==> src/rtl/rst_sequencer.sv <==
// rst_sequencer: synchronised, ordered release of N_CH active-low resets; optional watchdog via RST_SEQ_WDT_EN
module rst_sequencer #(
   parameter int N_CH        = 4,
   parameter int SYNC_STAGES = 2,
   parameter int HOLD_CYCLES = 16,
   parameter int STEP_CYCLES = 8,
   parameter int CNT_W       = 16,
   parameter int WDT_CYCLES  = 1024
) (
   input  logic            coreclk,
   input  logic            corerstn,
   input  logic            rst_req_n,
   input  logic            soft_rst,
   output logic [N_CH-1:0] rstn_out,
   output logic            busy,
   output logic            done
`ifdef RST_SEQ_WDT_EN
   ,
   input  logic            wdt_kick,
   output logic            wdt_fired
`endif
);
   localparam int     CH_W    = $clog2(N_CH + 1);
   localparam longint CNT_CAP = longint'(1) << CNT_W;
   typedef enum logic [1:0] {HOLD, STEP, RUN} state_t;
   state_t                 state, state_nx;
   logic [SYNC_STAGES-1:0] sync_q;
   logic                   req_s, abort, wdt_to;
   logic [CNT_W-1:0]       cnt, cnt_nx;
   logic [CH_W-1:0]        ch, ch_nx;
   logic [N_CH-1:0]        rstn_nx;
   if (HOLD_CYCLES > CNT_CAP || STEP_CYCLES > CNT_CAP || WDT_CYCLES > CNT_CAP) begin : g_cnt_w_check
      $error("CNT_W too narrow for HOLD_CYCLES/STEP_CYCLES/WDT_CYCLES");
   end
   assign req_s = sync_q[SYNC_STAGES-1];
   // abort outranks any release that would fall on the same edge
   assign abort = !req_s || soft_rst || wdt_to;
   always_comb begin
      state_nx = state;
      cnt_nx   = cnt;
      ch_nx    = ch;
      rstn_nx  = rstn_out;
      if (abort) begin
         state_nx = HOLD;
         cnt_nx   = '0;
         ch_nx    = '0;
         rstn_nx  = '0;
      end else begin
         case (state)
            HOLD: begin
               if (cnt == CNT_W'(HOLD_CYCLES - 1)) begin
                  state_nx = (N_CH == 1) ? RUN : STEP;
                  cnt_nx   = '0;
                  ch_nx    = CH_W'(1);
                  rstn_nx  = N_CH'(1);
               end else begin
                  cnt_nx = cnt + CNT_W'(1);
               end
            end
            STEP: begin
               if (cnt == CNT_W'(STEP_CYCLES - 1)) begin
                  state_nx = (ch == CH_W'(N_CH - 1)) ? RUN : STEP;
                  cnt_nx   = '0;
                  ch_nx    = ch + CH_W'(1);
                  rstn_nx  = (rstn_out << 1) | N_CH'(1);
               end else begin
                  cnt_nx = cnt + CNT_W'(1);
               end
            end
            default: begin
               state_nx = RUN;
            end
         endcase
      end
   end
   always_ff @(posedge coreclk) begin
      if (!corerstn) begin
         sync_q   <= '0;
         state    <= HOLD;
         cnt      <= '0;
         ch       <= '0;
         rstn_out <= '0;
         done     <= 1'b0;
         busy     <= 1'b1;
      end else begin
         sync_q   <= {sync_q[SYNC_STAGES-2:0], rst_req_n};
         state    <= state_nx;
         cnt      <= cnt_nx;
         ch       <= ch_nx;
         rstn_out <= rstn_nx;
         done     <= &rstn_nx;
         busy     <= ~&rstn_nx;
      end
   end
`ifdef RST_SEQ_WDT_EN
   logic [CNT_W-1:0] wdt_cnt;
   assign wdt_to = (state == RUN) && !wdt_kick && (wdt_cnt == CNT_W'(WDT_CYCLES - 1));
   always_ff @(posedge coreclk) begin
      if (!corerstn) begin
         wdt_cnt   <= '0;
         wdt_fired <= 1'b0;
      end else begin
         wdt_cnt   <= (state == RUN && !abort && !wdt_kick) ? wdt_cnt + CNT_W'(1) : '0;
         wdt_fired <= wdt_to;
      end
   end
`else
   assign wdt_to = 1'b0;
`endif
endmodule

==> config.mk <==
export PLATFORM = sky130hd
export DESIGN_NAME = rst_sequencer
export DESIGN_NICKNAME = d
export VERILOG_FILES = /design/src/rtl/rst_sequencer.sv
export SDC_FILE = /design/constraint.sdc
export NUM_CORES = 1
export LEC_CHECK = 0
export CAP_MARGIN = 20
export CORE_UTILIZATION = 45
export DETAILED_ROUTE_END_ITERATION = 10
export PLACE_DENSITY = 0.73
export SLEW_MARGIN = 40
export SYNTH_ARGS = -nofsm -noshare
export SYNTH_HDL_FRONTEND = slang
export SYNTH_SLANG_ARGS = --single-unit
==> constraint.sdc <==
create_clock -name coreclk -period 1.6 [get_ports coreclk]
set_clock_uncertainty 0.05 [all_clocks]
set_input_delay 0.24 -clock coreclk [delete_from_list [all_inputs] [get_ports coreclk]]
set_output_delay 0.24 -clock coreclk [all_outputs]
set_load 0.1 [all_outputs]
==> results.yml <==
outcome:
  outcome: "complete, but fails checks"
  failed_checks: "negative setup slack"
clock_network:
  htree_levels: 2
  cts_tree: "done"
  cts_root_buf: "clkbuf_4"
  cts.clk_slew.worst_paths_ns: 0.10
  cts_buffer_depth: 2
  cts_hold_buf: 0
  clock-sinks: 29
  numCtsBuffers: 5
  clk_latency_ns: 0.34
worst_setup_path:
  critPathRequiredTime_ns: 1.82
  crit_family: "simple AND/OR/NAND/NOR gates"
  crit_slowest_cell: "or3_1"
  start_kind: "register"
  crit_type: "register to register"
  worstPathArrival_ns: 1.89
  end_kind: "register"
  crit_chain: "nor4_4 -> buf_4 -> nand4_4 -> or3_1 -> a21oi_1"
  cp_num_buf_inv: 1
  worstPathMaxFanout: 5
  slowest_delay_ns: 0.38
logic_synthesis:
  yosysWarnings: 0
  synth_area_leaders: "dfxtp_1 (42%), nor2_1 (3.8%), xor2_1 (3.8%)"
  avgSynthCellArea_um2: 9.284
  synth_top_area_share_pct: 41.69
  yosys.area.top_type: "dfxtp_1"
  synthesis.nets: 157
  synth-edff-count: 0
  synthArstFlopShare_pct: 0
  synth_cell_types: 46
  syn_inst: 150
  syn_area_um2: 1393
  synth_seq_cells: 29
  ys.flop_type: "dfxtp_1"
  ys_seq_area_share_pct: 41.69
floorplanning:
  num_rows: 19
  initial_utilization_pct: 48.82
  pin_count: 10
  die_h_um: 57.63
  core_um2: 2853
  die_w_um: 57.63
  die-area_um2: 3321
timing:
  fin_crit_sh_pct: 104.7
  hold_viol_final: 0
  fmax_mhz: 596.9
  finalSetupViolCount: 21
  slew_viol_final: 0
  timing.hold.ws_ns: 0.3993
  final.setup.worst_slack_ns: -0.07541
  rsz0062_at_grt: "yes"
  tightest_slew_ns: 0.3478
  layout_min_cycle_time_ns: 1.675
  relSlewSlack_pct: 76.73
placed_design:
  hpwl_um: 2244
  gp_congestion: 0.8086
  place_ws_ns: -0.1094
  portBuffers: 9
  placed_cells: 201
drt:
  drt_iter0_markers: 45
  first_pass_iters: 4
  drc: 0
  num_vias: 1236
  routed_wirelength_um: 3369
  ant_nets: 0
  viasPerCell: 5.722
  wl_per_cell_um: 15.60
finish:
  n_antenna_cell: 0
  instances_no_fill: 216
  drive_above_1_share_pct: 37.30
  nets: 191
  fillers: 224
  area_growth_pct: 36.84
  regArea_um2: 596.8
  multiInputGateArea_um2: 812.0
run:
  drv_cap: 0
global_route:
  grt_pass1_vias: 1193
  grtUsageTotal_pct: 21.19
  grt_pass1_wl_um: 5230
  grt.overflow.total: 0
  antenna_found_initial: 0
  grt_max_degree: 17
pwr:
  p_per_area_nw_per_um2: 724.1
  power_mw: 1.380
  irDropWorstVdd_mv: 0.6346
  leakage_nw: 0.7150
hold_path:
  hold_class: "register to register"
==> cells by family (layout without fill, tap and decap cells) <==
family | Yosys count | after routing | share of synthesized area, %
AO/OA/AOI/OAI | 29 | 29 | 13.12
flip-flops | 29 | 29 | 41.69
multiplexers | 1 | 1 | 0.7188
AND/OR/NAND/NOR | 64 | 65 | 29.92
XOR/XNOR | 11 | 11 | 6.918
buffers and inverters | 13 | 47 | 4.941
adder cells (fa/ha/maj) | 3 | 3 | 2.696
==> metrics by stage <==
step	TNS, ns	area (µm²)	util [%]
after detailed placement	-1.462	1692	59.30
after floorplan	-0.006674	1399	-
after global placement	-0.07782	1692	59.30
final	-0.6923	1906	66.80
after CTS	0	1827	64.04
after global routing	-1.927	1906	66.80
==> placed cells by master, fill, tap and decap left out, types with 2 or more instances in the layout <==
master           count
buf_4               24
dfxtp_1             18
nor2_1              14
dfxtp_2             10
nand2_1              9
a21oi_1              9
nand3_1              8
buf_12               7
xor2_1               6
o21ai_0              6
inv_1                5
xnor2_1              5
clkbuf_4             5
nand4_1              4
and2_1               4
or3_1                4
nor4_4               3
nor3_1               3
ha_1                 3
clkdlybuf4s50_1      3
nand4_4              2
and4_4               2
o21ai_1              2
o31ai_1              2
==> worst reg2reg max path, stage by stage, from the launching register on <==
cell and delay, ns:
dfxtp_2 0.34, nor4_4 0.36, buf_4 0.18, nand4_4 0.15
or3_1 0.38, a21oi_1 0.14
==> final cells by class <==
class	count	share of cell area [%]
clock inverters	2	1.970
clock buffers	6	2.692
inverters	5	0.9849
multi-input cells	109	42.61
flip-flops and latches	29	31.32
repair buffers	34	18.38
well taps	31	2.035
==> synthesized netlist by cell type (4+ instances only) <==
cell type / instances
a21oi_1: 9
and2_1: 5
dfxtp_1: 29
inv_1: 5
nand2_1: 10
nand3_1: 8
nor2_1: 14
o21ai_0: 8
or3_1: 4
xnor2_1: 5
xor2_1: 6
==> registers in the layout, indices dropped and copies added (netlist names) <==
name      flops
cnt          16
rstn_out      4
busy          1
ch            3
sync_q        2
done          1
state         2
==> routing by layer <==
metal | vias to the layer above | part of all wire (%) | global-route usage (%)
met1 | 593 | 43 | 23.41
met5 | - | 0 | 0
met2 | 30 | 52 | 36.05
met4 | 0 | 1.4 | 10.45
met3 | 7 | 4.3 | 7.589
li1 | 606 | - | -
==> worst paths after layout <==
kind | start | endpoint | slack, ns | cells past startpoint
max | cnt[15] | ch[2] | -0.08 | 5
min | sync_q[0] | sync_q[1] | 0.40 | 1
max reg2reg | cnt[15] | ch[2] | -0.08 | 5
min reg2reg | sync_q[0] | sync_q[1] | 0.40 | 1
==> power breakdown <==
group / leakage [nW] / switching (mW) / internal (mW)
clock: 0.0445 / 0.268 / 0.371
sequential: 0.240 / 0.000764 / 0.722
combinational: 0.431 / 0.00717 / 0.0108
==> timing repair <==
item                       4_1_cts  5_1_grt
setup endpoints to repair       25       26
gates resized for setup          8       14
gates cloned                     1        0
pin swaps                        5        5
setup buffers                    1        5
No activity file was read; power rests on OpenSTA's default activity.
